**src/rtl/serial_adder.sv**
```systemverilog
// Digit-serial adder: adds DIGIT bits per clock, LSB digit first, result published on done.
// Optional SERIAL_ADDER_SUBTRACT_EN adds a 'sub' input selecting a - b (cout=1 means no borrow).
module serial_adder #(
  parameter int unsigned WIDTH = 8,
  parameter int unsigned DIGIT = 1
) (
  input  logic             clk,
  input  logic             rst,
  input  logic             start,
  input  logic [WIDTH-1:0] a,
  input  logic [WIDTH-1:0] b,
  input  logic             cin,
  output logic             busy,
  output logic             done,
  output logic [WIDTH-1:0] sum,
  output logic             cout
`ifdef SERIAL_ADDER_SUBTRACT_EN
  ,
  input  logic             sub
`endif
);

  localparam int unsigned NDIG  = WIDTH / DIGIT;
  localparam int unsigned CNT_W = (NDIG > 1) ? $clog2(NDIG) : 1;
  localparam logic [CNT_W-1:0] LAST = CNT_W'(NDIG - 1);

  typedef enum logic [1:0] {
    IDLE = 2'd0,
    RUN  = 2'd1,
    DONE = 2'd2
  } state_t;

  state_t state_q, state_nxt;

  logic [WIDTH-1:0] a_q, b_q, res_q;
  logic [WIDTH-1:0] res_nxt_c, b_cap_c;
  logic [CNT_W-1:0] cnt_q;
  logic             carry_q, carry_nxt_c, cin_cap_c;
  logic [DIGIT-1:0] dsum_c;
  logic [DIGIT:0]   rc_c;
  logic             accept_c, last_c, busy_nxt_c, done_nxt_c;

  assign accept_c = start && (state_q != RUN);
  assign last_c   = (cnt_q == LAST);

  // State register
  always_ff @(posedge clk) begin
    if (rst) state_q <= IDLE;
    else     state_q <= state_nxt;
  end

  // Next-state logic
  always_comb begin
    state_nxt = state_q;
    case (state_q)
      IDLE, DONE: state_nxt = accept_c ? RUN : IDLE;
      RUN:        state_nxt = last_c ? DONE : RUN;
      default:    state_nxt = IDLE;
    endcase
  end

  // Output decode from the upcoming state so busy/done come straight off flops
  always_comb begin
    busy_nxt_c = 1'b0;
    done_nxt_c = 1'b0;
    case (state_nxt)
      RUN:     busy_nxt_c = 1'b1;
      DONE:    done_nxt_c = 1'b1;
      default: ;
    endcase
  end

  // Operand conditioning at capture; subtraction folds into a + ~b + 1
  always_comb begin
    b_cap_c   = b;
    cin_cap_c = cin;
`ifdef SERIAL_ADDER_SUBTRACT_EN
    if (sub) begin
      b_cap_c   = ~b;
      cin_cap_c = 1'b1;
    end
`endif
  end

  // One digit of ripple-carry addition; result digits enter the result register at the top
  always_comb begin
    rc_c    = '0;
    dsum_c  = '0;
    rc_c[0] = carry_q;
    for (int i = 0; i < DIGIT; i++) begin
      dsum_c[i]  = a_q[i] ^ b_q[i] ^ rc_c[i];
      rc_c[i+1]  = (a_q[i] & b_q[i]) | (rc_c[i] & (a_q[i] ^ b_q[i]));
    end
    carry_nxt_c = rc_c[DIGIT];
    res_nxt_c   = (res_q >> DIGIT) | (WIDTH'(dsum_c) << (WIDTH - DIGIT));
  end

  // Datapath: capture, shift, and publish on the final digit
  always_ff @(posedge clk) begin
    if (rst) begin
      a_q     <= '0;
      b_q     <= '0;
      res_q   <= '0;
      carry_q <= 1'b0;
      cnt_q   <= '0;
      sum     <= '0;
      cout    <= 1'b0;
    end else if (state_q == RUN) begin
      a_q     <= a_q >> DIGIT;
      b_q     <= b_q >> DIGIT;
      res_q   <= res_nxt_c;
      carry_q <= carry_nxt_c;
      cnt_q   <= cnt_q + CNT_W'(1);
      if (last_c) begin
        sum  <= res_nxt_c;
        cout <= carry_nxt_c;
      end
    end else if (accept_c) begin
      a_q     <= a;
      b_q     <= b_cap_c;
      carry_q <= cin_cap_c;
      cnt_q   <= '0;
    end
  end

  // Registered status outputs
  always_ff @(posedge clk) begin
    if (rst) begin
      busy <= 1'b0;
      done <= 1'b0;
    end else begin
      busy <= busy_nxt_c;
      done <= done_nxt_c;
    end
  end

endmodule
```
**config.mk**
```make
export PLATFORM = sky130hd
export DESIGN_NAME = serial_adder
export DESIGN_NICKNAME = d
export VERILOG_FILES = /design/src/rtl/serial_adder.sv
export SDC_FILE = /design/constraint.sdc
export NUM_CORES = 1
export LEC_CHECK = 0
export ABC_AREA = 1
export BUFFER_PORTS_ARGS = -buffer_cell sky130_fd_sc_hd__buf_4
export CORE_MARGIN = 2
export CORE_UTILIZATION = 32
export DETAILED_ROUTE_END_ITERATION = 8
export SLEW_MARGIN = 20
export SYNTH_ARGS = -nofsm -noshare
export SYNTH_HDL_FRONTEND = slang
export SYNTH_SLANG_ARGS = --single-unit
```
**constraint.sdc**
```tcl
create_clock -name clk -period 1.18 [get_ports clk]
set_input_delay 0.118 -clock clk [delete_from_list [all_inputs] [get_ports clk]]
set_output_delay 0.118 -clock clk [all_outputs]
set_load 0.01 [all_outputs]
```
==> flow_summary.toml, run 1 <==
[synth]
ys_seq_area_share_pct = 47.1
synth_cell_type_count = 17
yosysWarningCount = 0
synth_top_area_cell = "dfxtp_1"
syn_area_per_cell_sq_um = 7.60
syn_area_sq_mm = 0.00170
synthCells = 224
synth_seq_cells = 40
synth.area.top_cells = "dfxtp_1, nand3_1, nand2_1"
syn-num-nets = 247
synth_top_area_share_pct = 47.1

[clocking]
cts.reportedPaths.clkPinSlew_ns = 0.07
clk_latency_ns = 0.29
htreeDepth = 2
clockBufferDepth = 2
clockRootBuffer = "clkbuf_8"
numCtsBuffers = 5
cts_tree = "built"
cts.sinks = 40

[sta]
period_needed_ns = 1.21
worst_pin_slew_ns = 0.402
tns_ns = -0.151
rsz0062_at_grt = "true"
post-route-period-util_pct = 103
fin_skew_ns = 0.00474
setup_ws_ns = -0.0325
final_max_slew_viol_count = 0
relSlewSlack_pct = 73.2
max_clock_freq_mhz = 825
report.final.hold_viol_count = 0
setup_violations = 8

[power_and_ir_drop]
irDropWorstVdd_uv = 903
power_leakage_uw = 0.00109
power_switching_uw = 693
finalPower_uw = 3120
p_per_area_mw_per_mm2 = 1400
sw_frac_of_total_pct = 22.2
p_int_uw = 2430
combPwrFrac_pct = 12.0
power.share.clock_pct = 41.1
seq_power_share_pct = 46.8

[outcome]
outcome = "finished with violations"
violations = "negative setup slack"

[detailed_routing]
vias = 1519
drt_iter0_markers = 51
drt_wl_total_um = 3520
routed_via_density = 4.58
firstDrtPassIters = 4
ant_nets = 0
drc = 0
wire_per_inst_um = 10.6

[global_routing]
globalRouteOverflowTotal = 0
grt_max_degree = 22
grtUsageTotal_pct = 12.5
grt_pass1_vias = 1360
grt_pass1_wl_um = 6010
antenna_found_initial = 0

[critical_path]
slowest_stage = "dfxtp_2"
cp-start-kind = "register"
arrival_ns = 1.44
crit_chain = "ha_4 -> ha_4 -> inv_4 -> nor2_4 -> nand2_2 -> buf_6 -> o21ai_1"
cp-end-kind = "register"
critPathBufInv = 2
max_stage_delay_ns = 0.36
path_max_fanout = 5
cp_common_cell = "ha_4"
critical-path-top-delay-family = "flip-flops"
path_class = "register to register"
cp.required_ns = 1.41

[die]
initial_utilization_pct = 33.3
rows = 26
fp.dieW_um = 76.9
die_area_sq_mm = 0.00592
core_area_sq_mm = 0.00511
io_pins = 31
fp.dieH_um = 76.9

[place]
post-place-ws_ns = -0.0630
dpl-instance-area_sq_mm = 0.00202
globalplace.congestion = 0.783
port_buffers = 30
hpwl_um = 2370

[finish]
fin_area_sq_mm = 0.00223
area_growth_pct = 31.3
nets = 285
multi_input_area_sq_um = 746
final-seq-area_sq_um = 806
num_antenna_cells = 0
final_util_pct = 43.8
drive_gt1_share_pct = 27.9
fill_cells = 541

[min_path]
min_path_type = "input pin to register"

[job]
max-cap-violations = 0
power by group through the flow:
stage          sequential, uW  combinational, uW  clock (uW)
4_1_cts                  1460                364        1320
3_5_place_dp             1490                363           0
5_1_grt                  1470                429        1370
6_report                 1460                376        1280
3_3_place_gp             1490                360           0
2_1_floorplan            1480                244           0
stage by stage:
stage / std cells / hold WS (ns)
after floorplan: 224 / 0.187
after global placement: 321 / 0.327
after detailed placement: 321 / 0.334
after CTS: 328 / 0.0158
after global routing: 332 / 0.0185
final: 332 / 0.0253
sequential cells by signal, summed over array words and instances, names as in the netlist:
register,cells
state_q,2
cout,1
done,1
carry_q,1
sum,8
cnt_q,3
a_q,8
busy,1
b_q,8
res_q,7
cell type report:
class	instances	share of cell area, %
multi-input combinational	146	33.4
inverter	26	4.59
clock inverter	2	2.69
tap	70	3.92
sequential	40	36.1
clock buffer	5	3.08
timing repair buffer	43	16.3
path summary, 6_finish.rpt:
kind            start       end  slack (ns)  cells after the start
max          cnt_q[0]    sum[3]       -0.03                      7
min               rst  cnt_q[1]        0.03                      2
max reg2reg  cnt_q[0]    sum[3]       -0.03                      7
min reg2reg  res_q[3]    sum[2]        0.47                      2
logic make-up (layout without fill, tap and decap cells):
group	count (synthesis)	after routing	synth area share [%]
DFF	40	40	47.1
AOI/OAI and AO/OA	23	23	6.99
and+or+nand+nor	120	120	31.5
buffers and inverters	38	76	11.8
adders and majority gates	3	3	2.65
cells in the mapped netlist:
cell type	instances
buf_2	4
a21oi_2	1
o21ai_1	1
dfxtp_1	40
ha_1	2
fa_1	1
buf_4	2
nor2_4	2
inv_1	22
nand2_1	45
o21ai_0	14
nand3_1	51
nor2_1	21
inv_2	4
nand2_4	1
a21oi_1	7
buf_6	6
metal layers:
metal  up-vias  global-route usage (%)  part of all wire [%]
met3         6                    3.53                   5.5
met1       686                    16.0                    48
met2        37                    19.8                    45
li1        790                       -                     -
met5         -                       0                     0
met4         0                    4.91                   1.5
layout by cell type (no fill, tap or decap):
cell type	Yosys	routed
a21oi_2	1	1
nand3_1	51	51
clkbuf_8	0	5
buf_6	6	1
inv_4	0	2
o21ai_2	0	2
o21ai_0	14	10
nand2_1	45	43
inv_2	4	4
nand2_2	0	2
dfxtp_1	40	36
buf_12	0	3
buf_4	2	39
dfxtp_2	0	4
nor2_2	0	3
fa_1	1	1
a21oi_1	7	7
ha_4	0	2
bufinv_16	0	2
nor2_4	2	2
o21ai_1	1	3
nand2_4	1	1
nor2_1	21	18
inv_1	22	20
what timing repair did:
item,CTS,global route
hold buffers,0,0
endpoints found under the setup margin,9,24
hold endpoints to repair,0,0
cloned,0,0
buffers inserted,0,4
pin swaps,1,5
gates resized for setup,5,19
Note: power is estimated with default switching activity, not from simulation.
==> run 2, diff against run 1 <==
--- a/config.mk
+++ b/config.mk
@@ -7,9 +7,11 @@
 export LEC_CHECK = 0
 export ABC_AREA = 1
 export BUFFER_PORTS_ARGS = -buffer_cell sky130_fd_sc_hd__buf_4
+export CORE_ASPECT_RATIO = 0.75
 export CORE_MARGIN = 2
 export CORE_UTILIZATION = 32
 export DETAILED_ROUTE_END_ITERATION = 8
+export HOLD_SLACK_MARGIN = 0.03
 export SLEW_MARGIN = 20
 export SYNTH_ARGS = -nofsm -noshare
 export SYNTH_HDL_FRONTEND = slang
==> flow_summary.toml, run 2 (synthesis gave the netlist of run 1 again) <==
[outcome]
outcome = "finished with violations"
violations = "negative setup slack"

[detailed_routing]
routed_via_density = 4.47
firstDrtPassIters = 4
drt_iter0_markers = 59
drt_wl_total_um = 3710
vias = 1501
ant_nets = 0
wire_per_inst_um = 11.0
drc = 0

[job]
max-cap-violations = 0

[finish]
instances_no_fill = 336
fill_cells = 535
drive_gt1_share_pct = 26.9
multi_input_area_sq_um = 747
fin_area_sq_mm = 0.00221
most-common-layout-cells = "nand3_1, nand2_1, buf_4"
nets = 287
area_growth_pct = 29.9
final-seq-area_sq_um = 808
largestRegisters = "a_q (8), b_q (8), sum (8)"
mostFrequentLayoutCell = "nand3_1"
final_util_pct = 44.1
num_antenna_cells = 0

[sta]
report.final.hold_viol_count = 0
relSlewSlack_pct = 78.7
rsz0062_at_grt = "true"
hold_ws_ns = 0.0785
fin_skew_ns = 0.00358
setup_violations = 2
max_clock_freq_mhz = 845
final_max_slew_viol_count = 0
setup_ws_ns = -0.00302
post-route-period-util_pct = 100
period_needed_ns = 1.18
worst_pin_slew_ns = 0.319

[global_routing]
antenna_found_initial = 0
grtUsageTotal_pct = 14.3
grt_max_degree = 22
globalRouteOverflowTotal = 0
grt_pass1_wl_um = 6460
grt_pass1_vias = 1370

[power_and_ir_drop]
power_leakage_uw = 0.00108
irDropWorstVdd_uv = 412
p_per_area_mw_per_mm2 = 1220

[place]
place_inst = 325
globalplace.congestion = 0.730
post-place-ws_ns = -0.101
dpl-instance-area_sq_mm = 0.00203
hpwl_um = 2520
port_buffers = 30

[clocking]
htreeDepth = 2
cts.sinks = 40
numCtsBuffers = 5
clockBufferDepth = 2
clockRootBuffer = "clkbuf_8"
cts.reportedPaths.clkPinSlew_ns = 0.07
cts_tree = "built"
clk_latency_ns = 0.29

[critical_path]
max_stage_delay_ns = 0.36
path_class = "register to register"
crit_chain = "ha_4 -> ha_4 -> inv_2 -> nor2_4 -> inv_4 -> nand3_1 -> o21ai_0"
cp-start-kind = "register"
reg2reg_from = "cnt_q[0]"
critical_path.startpoint = "cnt_q[0]"
cp.required_ns = 1.36
cp-end-kind = "register"
arrival_ns = 1.36
cp_common_cell = "ha_4"
slowest_stage = "dfxtp_4"
path_max_fanout = 9

[die]
initial_utilization_pct = 34.0
fp.dieW_um = 88.2
io_pins = 31
core_area_sq_mm = 0.00501
rows = 22
die_area_sq_mm = 0.00592
fp.dieH_um = 67.2

[min_path]
min_from = "b[7]"
min_path_type = "input pin to register"
-- run 2: changes by cell type in the layout (fill, tap and decap cells not counted), sizes merged --
cell         delta
bufinv          -2
dlygate4sd3     +2
clkbuf          +1
clkinv          +1
-- run 2: worst paths after layout --
check,endpoint,slack (ns),cells past startpoint
hold / removal,b_q[7],0.08,3
setup reg to reg,sum[3],-0.003,7
setup / recovery,sum[3],-0.003,7
hold reg to reg,sum[2],0.46,2
-- run 2: final cells by class --
cell class / instances / share of cell area (%)
flip-flops and latches: 40 / 36.6
clock inverters: 1 / 0.227
clock buffers: 6 / 3.28
multi-input cells: 146 / 33.8
inverters: 26 / 4.64
well taps: 72 / 4.08
repair buffers: 45 / 17.4
-- run 2: report_power, final --
group          total [uW]  switching [uW]  internal (uW)
clock                 853             451            402
sequential           1460            42.7           1420
combinational         378             201            177
-- run 2: timing repair --
action / in CTS / in global routing
setup buffers: 1 / 1
endpoints found under the hold margin: 3 / 0
pin swaps: 1 / 2
hold buffers: 2 / 0
endpoints found under the setup margin: 12 / 16
gates resized for setup: 14 / 11
-- run 2: critical path: cells and delay by family, from the launching register on --
| family | cells | cell delay (ns) |
|---|---|---|
| AO/OA/AOI/OAI | 1 | 0.08 |
| adder cells (fa/ha/maj) | 2 | 0.25 |
| buffers and inverters | 2 | 0.12 |
| flip-flops | 1 | 0.36 |
| AND/OR/NAND/NOR | 2 | 0.25 |
-- run 2: metal layers --
| layer | global-route usage (%) | wire (um) | vias to the layer above |
|---|---|---|---|
| li1 | - | - | 797 |
| met1 | 20.6 | 1900 | 667 |
| met2 | 19.5 | 1560 | 32 |
| met3 | 3.79 | 180 | 5 |
| met4 | 7.39 | 65 | 0 |
| met5 | 0 | 0 | - |
-- run 2: per-stage QoR --
stage	TNS, ns	power [uW]
CTS	0	2720
finish	-0.00348	2690
global placement	-0.216	1850
detailed placement	-0.684	1860
global route	-0.584	2840
floorplan	0	1730
